<file path="src/rtl/instr_encoder.sv">
// instr_encoder: RV32I instruction encoder with a two-stage valid/ready pipeline.
//   S1 registers the raw decoded fields, S2 encodes them and registers the
//   32-bit word together with the byte address it belongs to.
//
// Optional build macro: INSTR_ENC_RANGE_CHK_EN
//   When defined, S2 checks that the immediate is representable in the
//   chosen format. An out-of-range immediate is replaced by a NOP with
//   out_err set. When undefined, immediates are truncated to the encoded bits.
//
// Ports:
//   clk, reset (sync, active-high), flush (sync pipeline clear + address rewind)
//   in_valid/in_ready + in_class, in_funct3, in_funct6_7, in_rd, in_rs1,
//   in_rs2, in_imm : input descriptor channel
//   out_valid/out_ready + out_instr, out_addr, out_err : encoded word channel
module instr_encoder #(
  parameter int unsigned          ADDR_W    = 12,
  parameter logic [ADDR_W-1:0]    BASE_ADDR = '0
) (
  input  logic              clk,
  input  logic              reset,
  input  logic              flush,
  input  logic              in_valid,
  output logic              in_ready,
  input  logic [3:0]        in_class,
  input  logic [2:0]        in_funct3,
  input  logic              in_funct6_7,
  input  logic [4:0]        in_rd,
  input  logic [4:0]        in_rs1,
  input  logic [4:0]        in_rs2,
  input  logic [31:0]       in_imm,
  output logic              out_valid,
  input  logic              out_ready,
  output logic [31:0]       out_instr,
  output logic [ADDR_W-1:0] out_addr,
  output logic              out_err
);

  typedef enum logic [3:0] {
    CLS_R     = 4'd0,
    CLS_I     = 4'd1,
    CLS_LW    = 4'd2,
    CLS_SW    = 4'd3,
    CLS_SB    = 4'd4,
    CLS_LUI   = 4'd5,
    CLS_AUIPC = 4'd6,
    CLS_JAL   = 4'd7,
    CLS_JALR  = 4'd8
  } cls_e;

  localparam logic [31:0] NOP = 32'h0000_0013;

  // S1 state
  logic        s1_valid_q, s1_valid_d;
  logic [3:0]  s1_class_q, s1_class_d;
  logic [2:0]  s1_f3_q, s1_f3_d;
  logic        s1_f67_q, s1_f67_d;
  logic [4:0]  s1_rd_q, s1_rd_d;
  logic [4:0]  s1_rs1_q, s1_rs1_d;
  logic [4:0]  s1_rs2_q, s1_rs2_d;
  logic [31:0] s1_imm_q, s1_imm_d;

  // S2 state
  logic              out_valid_q, out_valid_d;
  logic [31:0]       out_instr_q, out_instr_d;
  logic              out_err_q, out_err_d;
  logic [ADDR_W-1:0] out_addr_q, out_addr_d;

  logic        s2_adv, s1_adv, accept, emit;
  logic [31:0] enc_instr;
  logic        enc_err;
  logic        is_shift;

  assign s2_adv   = !out_valid_q || out_ready;
  assign s1_adv   = s1_valid_q && s2_adv;
  assign in_ready = !s1_valid_q || s2_adv;
  assign accept   = in_valid && in_ready;
  assign emit     = out_valid_q && out_ready;
  assign is_shift = (s1_f3_q == 3'd1) || (s1_f3_q == 3'd5);

  // Field packing for the word sitting in S1
  always_comb begin
    enc_instr = NOP;
    enc_err   = 1'b0;
    case (s1_class_q)
      CLS_R:     enc_instr = {1'b0, s1_f67_q, 5'b0, s1_rs2_q, s1_rs1_q, s1_f3_q, s1_rd_q, 7'b0110011};
      CLS_I:
        if (is_shift)
          enc_instr = {1'b0, s1_f67_q, 5'b0, s1_imm_q[4:0], s1_rs1_q, s1_f3_q, s1_rd_q, 7'b0010011};
        else
          enc_instr = {s1_imm_q[11:0], s1_rs1_q, s1_f3_q, s1_rd_q, 7'b0010011};
      CLS_LW:    enc_instr = {s1_imm_q[11:0], s1_rs1_q, 3'b010, s1_rd_q, 7'b0000011};
      CLS_JALR:  enc_instr = {s1_imm_q[11:0], s1_rs1_q, 3'b000, s1_rd_q, 7'b1100111};
      CLS_SW:    enc_instr = {s1_imm_q[11:5], s1_rs2_q, s1_rs1_q, 3'b010, s1_imm_q[4:0], 7'b0100011};
      CLS_SB:    enc_instr = {s1_imm_q[12], s1_imm_q[10:5], s1_rs2_q, s1_rs1_q, s1_f3_q,
                              s1_imm_q[4:1], s1_imm_q[11], 7'b1100011};
      CLS_LUI:   enc_instr = {s1_imm_q[31:12], s1_rd_q, 7'b0110111};
      CLS_AUIPC: enc_instr = {s1_imm_q[31:12], s1_rd_q, 7'b0010111};
      CLS_JAL:   enc_instr = {s1_imm_q[20], s1_imm_q[10:1], s1_imm_q[11], s1_imm_q[19:12],
                              s1_rd_q, 7'b1101111};
      default: begin
        enc_instr = NOP;
        enc_err   = 1'b1;
      end
    endcase
  end

`ifdef INSTR_ENC_RANGE_CHK_EN
  logic signed [31:0] imm_s;
  logic               range_bad;
  assign imm_s = $signed(s1_imm_q);

  always_comb begin
    range_bad = 1'b0;
    case (s1_class_q)
      CLS_I:
        if (is_shift) range_bad = (s1_imm_q[31:5] != '0);
        else          range_bad = (imm_s < -2048) || (imm_s > 2047);
      CLS_LW, CLS_JALR, CLS_SW:
        range_bad = (imm_s < -2048) || (imm_s > 2047);
      CLS_SB:
        range_bad = (imm_s < -4096) || (imm_s > 4094) || s1_imm_q[0];
      CLS_JAL:
        range_bad = (imm_s < -1048576) || (imm_s > 1048574) || s1_imm_q[0];
      CLS_LUI, CLS_AUIPC:
        range_bad = (s1_imm_q[11:0] != '0);
      default: range_bad = 1'b0;
    endcase
  end
`endif

  always_comb begin
    s1_valid_d  = s1_valid_q;
    s1_class_d  = s1_class_q;
    s1_f3_d     = s1_f3_q;
    s1_f67_d    = s1_f67_q;
    s1_rd_d     = s1_rd_q;
    s1_rs1_d    = s1_rs1_q;
    s1_rs2_d    = s1_rs2_q;
    s1_imm_d    = s1_imm_q;
    out_valid_d = out_valid_q;
    out_instr_d = out_instr_q;
    out_err_d   = out_err_q;
    out_addr_d  = out_addr_q;

    // Accept takes precedence over draining so S1 can refill in the same
    // cycle it hands its word to S2.
    if (accept) begin
      s1_valid_d = 1'b1;
      s1_class_d = in_class;
      s1_f3_d    = in_funct3;
      s1_f67_d   = in_funct6_7;
      s1_rd_d    = in_rd;
      s1_rs1_d   = in_rs1;
      s1_rs2_d   = in_rs2;
      s1_imm_d   = in_imm;
    end else if (s1_adv) begin
      s1_valid_d = 1'b0;
    end

    if (s2_adv) begin
      out_valid_d = s1_valid_q;
      if (s1_valid_q) begin
        out_instr_d = enc_instr;
        out_err_d   = enc_err;
`ifdef INSTR_ENC_RANGE_CHK_EN
        if (range_bad) begin
          out_instr_d = NOP;
          out_err_d   = 1'b1;
        end
`endif
      end
    end

    if (emit) out_addr_d = out_addr_q + ADDR_W'(4);
  end

  always_ff @(posedge clk) begin
    if (reset || flush) begin
      s1_valid_q  <= 1'b0;
      out_valid_q <= 1'b0;
      out_instr_q <= '0;
      out_err_q   <= 1'b0;
      out_addr_q  <= BASE_ADDR;
    end else begin
      s1_valid_q  <= s1_valid_d;
      out_valid_q <= out_valid_d;
      out_instr_q <= out_instr_d;
      out_err_q   <= out_err_d;
      out_addr_q  <= out_addr_d;
    end
  end

  // Payload registers carry no reset; they are qualified by s1_valid_q.
  always_ff @(posedge clk) begin
    s1_class_q <= s1_class_d;
    s1_f3_q    <= s1_f3_d;
    s1_f67_q   <= s1_f67_d;
    s1_rd_q    <= s1_rd_d;
    s1_rs1_q   <= s1_rs1_d;
    s1_rs2_q   <= s1_rs2_d;
    s1_imm_q   <= s1_imm_d;
  end

  assign out_valid = out_valid_q;
  assign out_instr = out_instr_q;
  assign out_err   = out_err_q;
  assign out_addr  = out_addr_q;

endmodule

</file>
<file path="config.mk">
export PLATFORM = sky130hd
export DESIGN_NAME = instr_encoder
export DESIGN_NICKNAME = d
export VERILOG_FILES = /design/src/rtl/instr_encoder.sv
export SDC_FILE = /design/constraint.sdc
export NUM_CORES = 1
export LEC_CHECK = 0
export ABC_AREA = 1
export CAP_MARGIN = 15
export CORE_ASPECT_RATIO = 2
export CORE_MARGIN = 2
export CORE_UTILIZATION = 50
export CTS_BUF_LIST = sky130_fd_sc_hd__clkbuf_4
export CTS_CLUSTER_DIAMETER = 100
export DETAILED_ROUTE_END_ITERATION = 16
export PLACE_DENSITY = 0.82
export SYNTH_ARGS = -nofsm -noshare
export SYNTH_HDL_FRONTEND = slang
export SYNTH_SLANG_ARGS = --single-unit
</file>
<file path="constraint.sdc">
create_clock -name clk -period 2.8 [get_ports clk]
set_input_delay 0.42 -clock clk [delete_from_list [all_inputs] [get_ports clk]]
set_output_delay 0.42 -clock clk [all_outputs]
set_load 0.05 [all_outputs]
</file>
==> flow_summary.yaml <==
setup_path:
  cp_data_required_time_ns: 2.38
  critical_path.n_buffers_inverters: 3
  critical_path.cell_chain: "clkdlybuf4s50_1 > inv_1 > nand3_1 > clkdlybuf4s50_1"
  reg2reg_from: "s1_class_q[3]"
  arrival_ns: 1.88
  r2r_setup_slack_ns: 0.95
  worstReg2RegEnd: "out_instr[24]"
  critPathSlowestCell: "clkdlybuf4s50_1"
  critPathKind: "in -> out"
  critPathMostFrequentCell: "clkdlybuf4s50_1"
  critical_path.startpoint_type: "input port"
  cp-end-kind: "output pin"
  critical-path-top-delay-family: "buffers and inverters"
  crit_path_max_incr_delay_ns: 0.82
  reg2reg_depth: 9
  critical_path.max_fanout: 3
synthesis:
  synth_cell_type_count: 32
  yosysMostFrequentCell: "nand2_1"
  yosys_warnings: 0
  synth.top_cells.by_count: "nand2_1, edfxtp_1, dfxtp_1, a21oi_1, nor2_1"
  syn_inst: 473
  register_bit_total_from_synthesis: 99
  ys.flop_type: "edfxtp_1"
  synth_top_area_share_pct: 38.6
  syn_area_sq_um: 4280
  asyncSetResetFlopFracSynth_pct: 0
  synth_seq_area_share_pct: 59.1
  yosys-top-cells-area: "edfxtp_1, dfxtp_1, nand2_1, a21oi_1, nor2_1"
  synth_area_leader_cell: "edfxtp_1"
  syn-mean-instance-area_sq_um: 9.05
  synth_enable_flop_cells: 55
timing:
  fin_crit_sh_pct: 82.1
  timing.final.crit_period_ns: 2.30
  final-hold-violation-count: 0
  achievable-frequency_mhz: 435
  max_slew.worst_pin.slew_ns: 0.616
  grt_setup_unrepaired: "false"
  setup_total_negative_slack_ns: 0
  final-max-slew-violation-count: 0
  setup_viol: 0
  post-route-worst-setup-slack_ns: 0.501
  relSlewSlack_pct: 58.9
  final.setup_skew_ns: 0.0192
power:
  share_seq_of_total_power_pct: 57.3
  power_leakage_nw: 2.16
  power_per_cell_area_nw_per_um2: 506
  share_clk_of_total_power_pct: 32.3
  ir_worst_vdd_v: 0.000496
  p_switching_mw: 0.645
  internal_power_mw: 2.18
  swShare_pct: 22.8
  power.combinational.fraction_pct: 10.3
run:
  max_cap_viol_count: 0
floorplanning:
  core_sq_um: 8290
  num_io_pins: 107
  row_count: 47
  die-area_sq_um: 9370
  chipWidth_um: 69.4
  chipHeight_um: 135
  start_util_pct: 51.7
layout:
  flow.area_growth_from_synthesis_pct: 30.4
  layout.filler_cells: 671
  stdcell_area_sq_um: 5590
  nNetsFinal: 639
  final_core_util_pct: 67.4
  multi_input_logic_area_sq_um: 1550
  ff_latch_area_sq_um: 2530
  layout-drive-gt1-share_pct: 9.61
clock_network:
  cts_max_level: 3
  resized_cells_post_cts: 0
  cts.reportedPaths.clkPinSlew_ns: 0.14
  holdBufCountCts: 0
  cts.root.buffer_cell: "clkbuf_4"
  cts-buffers-inserted: 9
  insertion_delay_ns: 0.45
  cts_post_setup_buffers_inserted: 0
  cts_tree: "built"
  clock_path_buffers: 2
  cts.sink_count: 99
drt:
  detail_route.wirelength.met1_mm: 3.53
  detail_route.iter0.violations: 210
  post-route-drc-count: 0
  detailroute.via_count: 3470
  routed-wl-met3_um: 455
  route.detailed.vias_per_inst: 5.09
  antenna_violating_nets_post_route: 0
  dr_wl_met2_mm: 5.48
  wl_per_cell_um: 14.2
  route.top_layer_used: "met4"
  route.final.wire_length_mm: 9.69
  drt_first_pass_iters: 5
global_routing:
  grt_max_degree: 56
  number_of_antenna_violations_at_the_first_check_in_global_routing: 1
  grt_pass1_wl_mm: 16.0
  globalRouteOverflowTotal: 0
  vias_in_the_first_global_route: 3496
  global_route.usage.total_pct: 21.5
placed_design:
  detailedPlacementHpwl_mm: 7.46
  routabilityCongestion: 0.916
  placed_cell_area_sq_um: 5390
  dpl_worst_slack_ns: 0.500
  portBuffers: 104
run_status:
  status: "finished, final reports clean"
min_path:
  hp-class: "reg -> reg"
  hold_end: "out_instr[6]"
  worst_min_path_start: "out_instr[6]"
  worst_hold_path_cells: 2
==> worst min-delay path: stages, from the launching register on <==
cell	delay (ns)
dfxtp_1	0.34
nand2_1	0.06
a21oi_1	0.05
==> cells by family (layout without fill, tap and decap cells) <==
kind of cell | after synthesis | count (layout) | synth area share (%)
buffers and inverters | 42 | 151 | 4.88
other | 1 | 3 | 0.0876
AO/OA/AOI/OAI | 61 | 61 | 7.77
adder cells (fa/ha/maj) | 1 | 1 | 0.292
flip-flops | 99 | 99 | 59.1
AND/OR/NAND/NOR | 269 | 269 | 27.8
==> registers in the layout, indices dropped and copies added (netlist names) <==
name	flops
s1_imm_q	32
out_instr	31
out_addr	10
s1_rd_q	5
s1_rs1_q	5
s1_rs2_q	5
s1_class_q	4
s1_f3_q	3
out_err	1
out_valid	1
s1_f67_q	1
s1_valid_q	1
==> power groups by stage <==
stage          logic [mW]  clock network [mW]  registers [mW]
2_1_floorplan       0.146                   0            1.66
3_3_place_gp        0.285                   0            1.65
3_5_place_dp        0.291                   0            1.65
4_1_cts             0.293               0.935            1.62
5_1_grt             0.317               0.999            1.63
6_report            0.292               0.915            1.62
==> metal layers <==
metal,GRT usage (%),vias up
li1,-,1767
met1,23.3,1571
met2,40.4,119
met3,3.36,13
met4,9.80,0
met5,0,-
==> area by class of cell <==
class                      instances  area share (%)
timing repair buffer             109            19.5
clock inverter                     6            2.04
inverter                          26            1.84
antenna                            1          0.0448
tap                               98            2.20
multi-input combinational        333            27.7
clock buffer                      10            1.34
sequential                        99            45.3
==> per-stage QoR <==
stage	hold WS, ns	cells	total power [mW]
after floorplan	0.519	474	1.81
after global placement	0.447	665	1.94
after detailed placement	0.456	665	1.95
after CTS	0.476	681	2.85
after global routing	0.474	682	2.94
final	0.478	682	2.83
==> cells in the final DEF (no fill, tap or decap), types with 2 or more instances in the layout <==
master           instances
a21oi_2                  7
nor2_2                   5
clkdlybuf4s50_1        104
buf_4                    4
inv_1                   19
nand2_2                  2
clkbuf_4                10
nor3_1                   3
bufinv_16                3
inv_4                    2
nand3_1                 16
nor2_1                  29
conb_1                   2
nor2_4                   4
edfxtp_1                55
nand2_1                188
nand4_1                 12
clkinvlp_4               2
nand3_2                  3
dfxtp_1                 44
inv_2                    5
nand2_4                  3
o21ai_0                 18
a21oi_1                 32
o21ai_1                  3
==> worst max-delay path by stage <==
stage,startpoint,endpoint,depth (start not counted)
5_1_grt,out_ready,in_ready,4
4_1_cts,out_ready,in_ready,4
2_1_floorplan,out_valid,s1_class_q[0],3
6_report,out_ready,in_ready,4
3_5_place_dp,out_ready,in_ready,4
3_3_place_gp,out_ready,in_ready,4
Note: power is estimated with default switching activity, not from simulation.
